==> config.mk <==
export PLATFORM = sky130hd
export DESIGN_NAME = ddr3_read_sequencer
export DESIGN_NICKNAME = d
export VERILOG_FILES = /design/src/rtl/ddr3_read_sequencer.sv
export SDC_FILE = /design/constraint.sdc
export NUM_CORES = 1
export LEC_CHECK = 0
export BUFFER_PORTS_ARGS = -buffer_cell sky130_fd_sc_hd__buf_2
export CORE_AREA = 2 2 398 400
export CTS_BUF_LIST = sky130_fd_sc_hd__clkbuf_4 sky130_fd_sc_hd__clkbuf_8 sky130_fd_sc_hd__clkbuf_16
export DETAILED_ROUTE_END_ITERATION = 12
export DIE_AREA = 0 0 400 402
export PLACE_DENSITY = 0.37
export SLEW_MARGIN = 20
export SYNTH_ARGS = -nofsm -noshare
export SYNTH_HDL_FRONTEND = slang
export SYNTH_SLANG_ARGS = --single-unit
==> constraint.sdc <==
create_clock -name clk -period 8.3 [get_ports clk]
set_input_delay 0.83 -clock clk [delete_from_list [all_inputs] [get_ports clk]]
set_output_delay 0.83 -clock clk [all_outputs]
set_load 0.02 [all_outputs]
==> src/rtl/ddr3_read_sequencer.sv <==
// ddr3_read_sequencer: issues a bounded stream of DDR3 read commands and tracks their returns
module ddr3_read_sequencer #(
    parameter int ADDR_STEP = 8,
    parameter int MAX_OUT   = 4,
    parameter int CNT_W     = 16
) (
    input  logic             clk,
    input  logic             rst_n,
    input  logic             start,
    input  logic             abort,
    input  logic [31:0]      base_addr,
    input  logic [CNT_W-1:0] num_cmds,
    input  logic             out_afull,
    output logic             busy,
    output logic             done,
    output logic             err,
    output logic [2:0]       m_cmd,
    output logic [31:0]      m_addr,
    output logic             m_en,
    input  logic             m_rdy,
    output logic [287:0]     m_wdf_data,
    output logic [35:0]      m_wdf_mask,
    output logic             m_wdf_end,
    output logic             m_wdf_wren,
    input  logic [287:0]     m_rd_data,
    input  logic             m_rd_data_valid,
    input  logic             m_rd_data_end,
    output logic [287:0]     d_out,
    output logic             d_valid,
    output logic             d_end,
    output logic [CNT_W-1:0] beats
);
    typedef enum logic [1:0] {IDLE, ISSUE, DRAIN, DONE} state_t;

    state_t           state, state_nx;
    logic [CNT_W-1:0] num, num_nx, issued, issued_nx, beats_nx;
    logic [3:0]       outstanding, outstanding_nx;
    logic [31:0]      addr_nx;
    logic             en_nx, err_nx, abort_seen, abort_seen_nx;
    logic             hs, ret;

    assign hs         = m_en & m_rdy;
    assign ret        = m_rd_data_valid & m_rd_data_end;
    assign busy       = state != IDLE;
    assign done       = state == DONE;
    assign m_cmd      = 3'b001;
    assign m_wdf_data = '0;
    assign m_wdf_mask = '1;
    assign m_wdf_end  = 1'b0;
    assign m_wdf_wren = 1'b0;

    // next-state, command issue and outstanding-read bookkeeping
    always_comb begin
        state_nx       = state;
        num_nx         = num;
        issued_nx      = issued;
        addr_nx        = m_addr;
        en_nx          = m_en;
        err_nx         = err;
        abort_seen_nx  = abort_seen;
        outstanding_nx = outstanding;
        beats_nx       = d_valid ? beats + 1'b1 : beats;
        if (hs && !ret)
            outstanding_nx = outstanding + 4'd1;
        else if (!hs && ret) begin
            if (outstanding == 4'd0)
                err_nx = 1'b1;
            else
                outstanding_nx = outstanding - 4'd1;
        end
        case (state)
            IDLE: begin
                if (start) begin
                    err_nx   = 1'b0;
                    beats_nx = '0;
                    if (num_cmds != '0) begin
                        state_nx      = ISSUE;
                        num_nx        = num_cmds;
                        issued_nx     = '0;
                        addr_nx       = base_addr;
                        abort_seen_nx = 1'b0;
                    end else begin
                        state_nx = DONE;
                    end
                end
            end
            ISSUE: begin
                if (m_en) begin
                    // a pending command is never withdrawn; an abort is remembered until it completes
                    if (abort)
                        abort_seen_nx = 1'b1;
                    if (hs) begin
                        issued_nx = issued + 1'b1;
                        addr_nx   = m_addr + 32'(ADDR_STEP);
                        en_nx     = (issued_nx < num) && (outstanding_nx < 4'(MAX_OUT)) &&
                                    !out_afull && !abort && !abort_seen;
                        if (issued_nx == num || abort || abort_seen)
                            state_nx = DRAIN;
                    end
                end else if (abort) begin
                    state_nx = DRAIN;
                end else begin
                    en_nx = (issued < num) && (outstanding < 4'(MAX_OUT)) && !out_afull;
                end
            end
            DRAIN: begin
                if (outstanding == 4'd0)
                    state_nx = DONE;
            end
            DONE: begin
                state_nx = IDLE;
            end
            default: begin
                state_nx = IDLE;
            end
        endcase
    end

    // state and control registers
    always_ff @(posedge clk or negedge rst_n) begin
        if (!rst_n) begin
            state       <= IDLE;
            num         <= '0;
            issued      <= '0;
            m_addr      <= '0;
            m_en        <= 1'b0;
            err         <= 1'b0;
            abort_seen  <= 1'b0;
            outstanding <= '0;
            beats       <= '0;
        end else begin
            state       <= state_nx;
            num         <= num_nx;
            issued      <= issued_nx;
            m_addr      <= addr_nx;
            m_en        <= en_nx;
            err         <= err_nx;
            abort_seen  <= abort_seen_nx;
            outstanding <= outstanding_nx;
            beats       <= beats_nx;
        end
    end

    // one-cycle registered copy of the read return path
    always_ff @(posedge clk or negedge rst_n) begin
        if (!rst_n) begin
            d_out   <= '0;
            d_valid <= 1'b0;
            d_end   <= 1'b0;
        end else begin
            d_out   <= m_rd_data;
            d_valid <= m_rd_data_valid;
            d_end   <= m_rd_data_end;
        end
    end
endmodule

After elaboration in Yosys (flattened, before gate mapping)
Index checks and enable logic that the tools add are counted.
- memories kept: 0
- bits in read-only memories: 0
- latch bits: 0
- bits in writable memories: 0
- logic and storage cells: 97
- input bits: 344
- register bits: 379
- reduce and logical (&&, ||, !) cells: 24
- $add $sub $neg: 5
- bitwise operators: 2
- shifts and indexed selects: 0
- $lt $le $gt $ge: 4
- divide/modulo/power cells: 0
- mux-type cells: 37
- multiply operators: 0
- equal/unequal tests: 13
- operator list (operator ; count):
    $mux W32 ; 4
    $mux W16 ; 7
    $pmux W32 S2 ; 1
    $add A16 B1 Y16 const B ; 2
    $add A32 B4 Y32 const B ; 1
    $lt A16 B16 Y1 ; 2
    $pmux W16 S2 ; 1
    $eq A16 B16 Y1 ; 1
    $reduce_bool A16 Y1 ; 1
    $reduce_and A5 Y1 ; 3
    $mux W2 ; 7
    $mux W1 ; 12
    $mux W4 ; 3
    $ne A2 B2 Y1 const B ; 6
    $ne A3 B3 Y1 const B ; 3
    $logic_and A1 B1 Y1 ; 8
    $lt A4 B3 Y1 const B ; 2
    $pmux W2 S4 ; 1
    $logic_not A1 Y1 ; 5
    $add A4 B1 Y4 const B ; 1
    $eq A2 B2 Y1 const B ; 2
    $logic_not A4 Y1 ; 1
    $reduce_bool A2 Y1 ; 2
    $sub A4 B1 Y4 const B ; 1
    6 further kinds ; 8

Logic depth before layout (Yosys ltp)
- depth after elaboration: 12
- depth in mapped cells: 12

Worst setup path after synthesis
Ideal clock, no wire load.
- path kind: reg-to-reg
- start: register issued[2]
- end: register m_en
- required time: 8201 ps
- arrival: 2774 ps
- slack: 5427 ps
- cell stages (with the launch flop): 13
- setup time: 99 ps
- path through: dfrtp_1 and3_1 nand2_1 or3_1 nor3_2 xor2_1 ha_1 nand4_1 or3_1 a21oi_1 or3_1 or3_1 a311oi_1
- cells in the longest elaborated chain, start to end: 8
- elaborated cells between the ends (all ways): 12
- those cells by class: add/sub: 1; order compare: 2; mux: 3; reduce/logical: 6
- RTL lines (what ; line ; source):
    start, declared ; 36 ; logic [CNT_W-1:0] num, num_nx, issued, issued_nx, beats_nx;
    start signal, assigned ; 134 ; issued <= issued_nx;
    $add A16 B1 Y16 ; 93 ; issued_nx = issued + 1'b1;
    $lt A16 B16 Y1 ; 95 ; en_nx = (issued_nx < num) && (outstanding_nx < 4'(MAX_OUT)) &&
    $logic_and A1 B1 Y1 (2 in series) ; 95 ;
    $logic_and A1 B1 Y1 (2 in series) ; 96 ; !out_afull && !abort && !abort_seen;
    $mux W1 ; 92 ; if (hs) begin
    $mux W1 * ; 88 ; if (m_en) begin
    end signal, assigned ; 136 ; m_en <= en_nx;
    end, declared ; 19 ; output logic m_en,
Mark *: on every way between the ends. The rest lies on a longest branch, timed or not.
A chain may end at the register's enable or synchronous reset.

Worst setup path in the final report
- start: register state[1]
- end: register m_addr[22]
- cells in the longest elaborated chain, start to end: 3
- elaborated cells between the ends (all ways): 9
- those cells by class: eq/ne: 5; mux: 1; reduce/logical: 3
- RTL lines (what ; line ; source):
    start, declared ; 35 ; state_t state, state_nx;
    start signal, assigned ; 132 ; state <= state_nx;
    $eq A2 B1 Y1 / $logic_not A2 Y1 (equally long branches) ; 71 ; case (state)
    $ne A2 B2 Y1 (no line) / $reduce_bool A2 Y1 (equally long branches) ; n/a ;
    $reduce_and A5 Y1 (no line) ; n/a ;
    end signal, assigned ; 135 ; m_addr <= addr_nx;
    end, declared ; 18 ; output logic [31:0] m_addr,
Several ways; a longest one is shown, not always the timed one.

==> results.cfg <==
[outcome]
status = finished, final reports clean

[synth]
synth.avg_cell_area_um2 = 12.3
yosys_warnings = 0
dominantRegCellSynth = dfrtp_1
synth_seq_cells = 379
synth_mux_area_share_pct = 1.47
yosys.area_share.adder_pct = 3.49
synth_cells = 1258
synthArstFlopShare_pct = 100
yosysSeqAreaShare_pct = 61.5
synthSimpleGateAreaFrac_pct = 7.99
synth_top_family_by_area = buffers and inverters
synth_area_um2 = 15400
synth_xor_area_share_pct = 1.59
synth_compound_area_share_pct = 6.43
yosysTopAreaCell = dfrtp_1
synth_top_area_share_pct = 61.5
synth-edff-count = 0
synth_area_leaders = dfrtp_1, buf_4, ha_1
ys_types = 58

[worst_hold_path]
hp-class = in2async

[global_routing]
grt_pass1_wl_mm = 87.2
antenna_found_initial = 20
overflow = 0
grt_max_degree = 160
grt_usage_pct = 7.76
grt_pass1_vias = 10500

[cts]
numCtsBuffers = 50
cts.sinks = 379
cts_hold_buffers = 0
cts_buffer_depth = 3
cts_tree = yes
clk_latency_ps = 610
post_cts_resized = 0
htreeDepth = 2
cts_setup_buffers = 0
path_clk_slew_ps = 60
root_buffer = clkbuf_16

[sta]
setup-violations-final = 0
worst_pin_slew_ps = 1090
hold_viol = 0
fmax_mhz = 310
min_period_ps = 3220
final.period_utilization_pct = 38.8
tns_ps = 0
slew_headroom_pct = 27.5
rsz0062_at_grt = false
timing_max_transition_violations_final = 0
fin_skew_ps = 13.6

[critical_path]
crit_top_cell = inv_1
startpoint_type = register
crit_chain = inv_1, ha_2, inv_1, nor2_1, o21ai_4, or4_1, a21oi_1, a221o_1
path_class = reg2reg
r2r_start = state[1]
critical-path-top-delay-family = compound AO/OA/AOI/OAI gates
critical_path.max_stage_delay_ps = 860
cp.required_ps = 8790
cp_max_fo = 38
crit_path_end_kind = register
crit_path_start = state[1]
crit_slowest_cell = o21ai_4
cp.arrival_ps = 3710
path_buf_inv = 2

[run]
max-cap-violations = 0

[placed_design]
gp_routability_congestion = 0.842
port-buffer-count = 685
hpwl_mm = 54.3
dpl_cell_area_um2 = 20200

[final_layout]
finalInstanceArea_um2 = 22000
layout_common_cells = buf_2, dfrtp_1, conb_1
drive_above_1_share_pct = 40.2
area_growth_pct = 42.4
layout_commonest_cell = buf_2
final_core_util_pct = 14.0
layout.nets = 2363

[floorplanning]
start_util_pct = 9.82
dieArea_um2 = 161000
die_height_um = 402
die_x_um = 400
ios = 1015
core_area_um2 = 157000
rows = 146

[detailed_routing]
wire_per_inst_um = 16.2
vias_per_cell = 2.70
drc = 0
drtIter0Drc = 525
num_vias = 11000
totalWireLength_mm = 66.3
final_antenna_net_count = 0
drtPass1Iterations = 5

[pwr]
power_leakage_nw = 10.6
finalPower_mw = 6.23
powerDensity_nw_per_um2 = 283
peakVddDrop_uv = 147
[where the power goes]
part | total, mW | internal (mW) | switching, mW
clock | 2.28 | 1.38 | 0.902
sequential | 2.31 | 2.08 | 0.232
combinational | 1.64 | 0.515 | 1.12
total | 6.23 | 3.97 | 2.26
[synth_stat cells, drive strengths merged, types with 12 or more instances]
| cell | number |
|---|---|
| a21oi | 41 |
| buf | 338 |
| clkbuf | 17 |
| dfrtp | 379 |
| ha | 43 |
| inv | 32 |
| mux2 | 13 |
| nand2 | 72 |
| nand3 | 31 |
| nand4 | 24 |
| nor2 | 41 |
| nor3 | 14 |
| o21ai | 52 |
| o22ai | 12 |
| xnor2 | 15 |
| xor2 | 13 |
[final cells by class]
class / count / area, µm²
antenna: 1 / 2.50
clock buffer: 72 / 1490
sequential: 379 / 9480
tap: 2072 / 2590
multi-input combinational: 819 / 4480
inverter: 32 / 120
timing repair buffer: 694 / 3530
clock inverter: 20 / 269
fill: 17900 / 135000
[routing by layer]
metal | global-route usage, % | part of all wire, % | routed length (µm)
met3 | 2.36 | 8.6 | 5690
met5 | 0 | 0.029 | 19
met1 | 10.3 | 44 | 29100
met4 | 2.44 | 2.3 | 1550
met2 | 12.0 | 45 | 29900
[worst register-to-register path, stage by stage, from the launching register on]
cell     delay [ps]
dfrtp_1         400
inv_1            80
ha_2            330
inv_1           650
nor2_1          210
o21ai_4         860
or4_1           240
a21oi_1          60
a221o_1         280
[flip-flops by register name, indices dropped and copies added, names as in the netlist, 2 cells and up]
register,cells
beats,16
d_out,288
issued,16
m_addr,32
num,16
outstanding,4
state,2
[kinds of logic after synthesis]
family	after synthesis
other	2
multiplexers	21
AND/OR/NAND/NOR	239
adder cells (fa/ha/maj)	43
flip-flops	379
AO/OA/AOI/OAI	159
XOR/XNOR	28
buffers and inverters	387
[worst paths after layout]
kind	endpoint	slack [ps]	cells after the start
min	d_out[122]	240	1
min in group clk	d_out[97]	300	1
max reg2reg	m_addr[22]	5080	8
max in group asynchronous	d_out[243]	6250	3
min reg2reg	m_addr[1]	510	1
max	m_addr[22]	5080	8
[stage by stage]
stage | hold WS [ps] | instances | worst slack, ps
5_1_grt | 253 | 4089 | 4820
4_1_cts | 233 | 4087 | 4410
3_5_place_dp | 493 | 3995 | 4440
2_1_floorplan | 500 | 1585 | 5430
3_3_place_gp | 487 | 3995 | 4470
6_report | 241 | 4089 | 5080
Power figures use the tool's default switching activity.
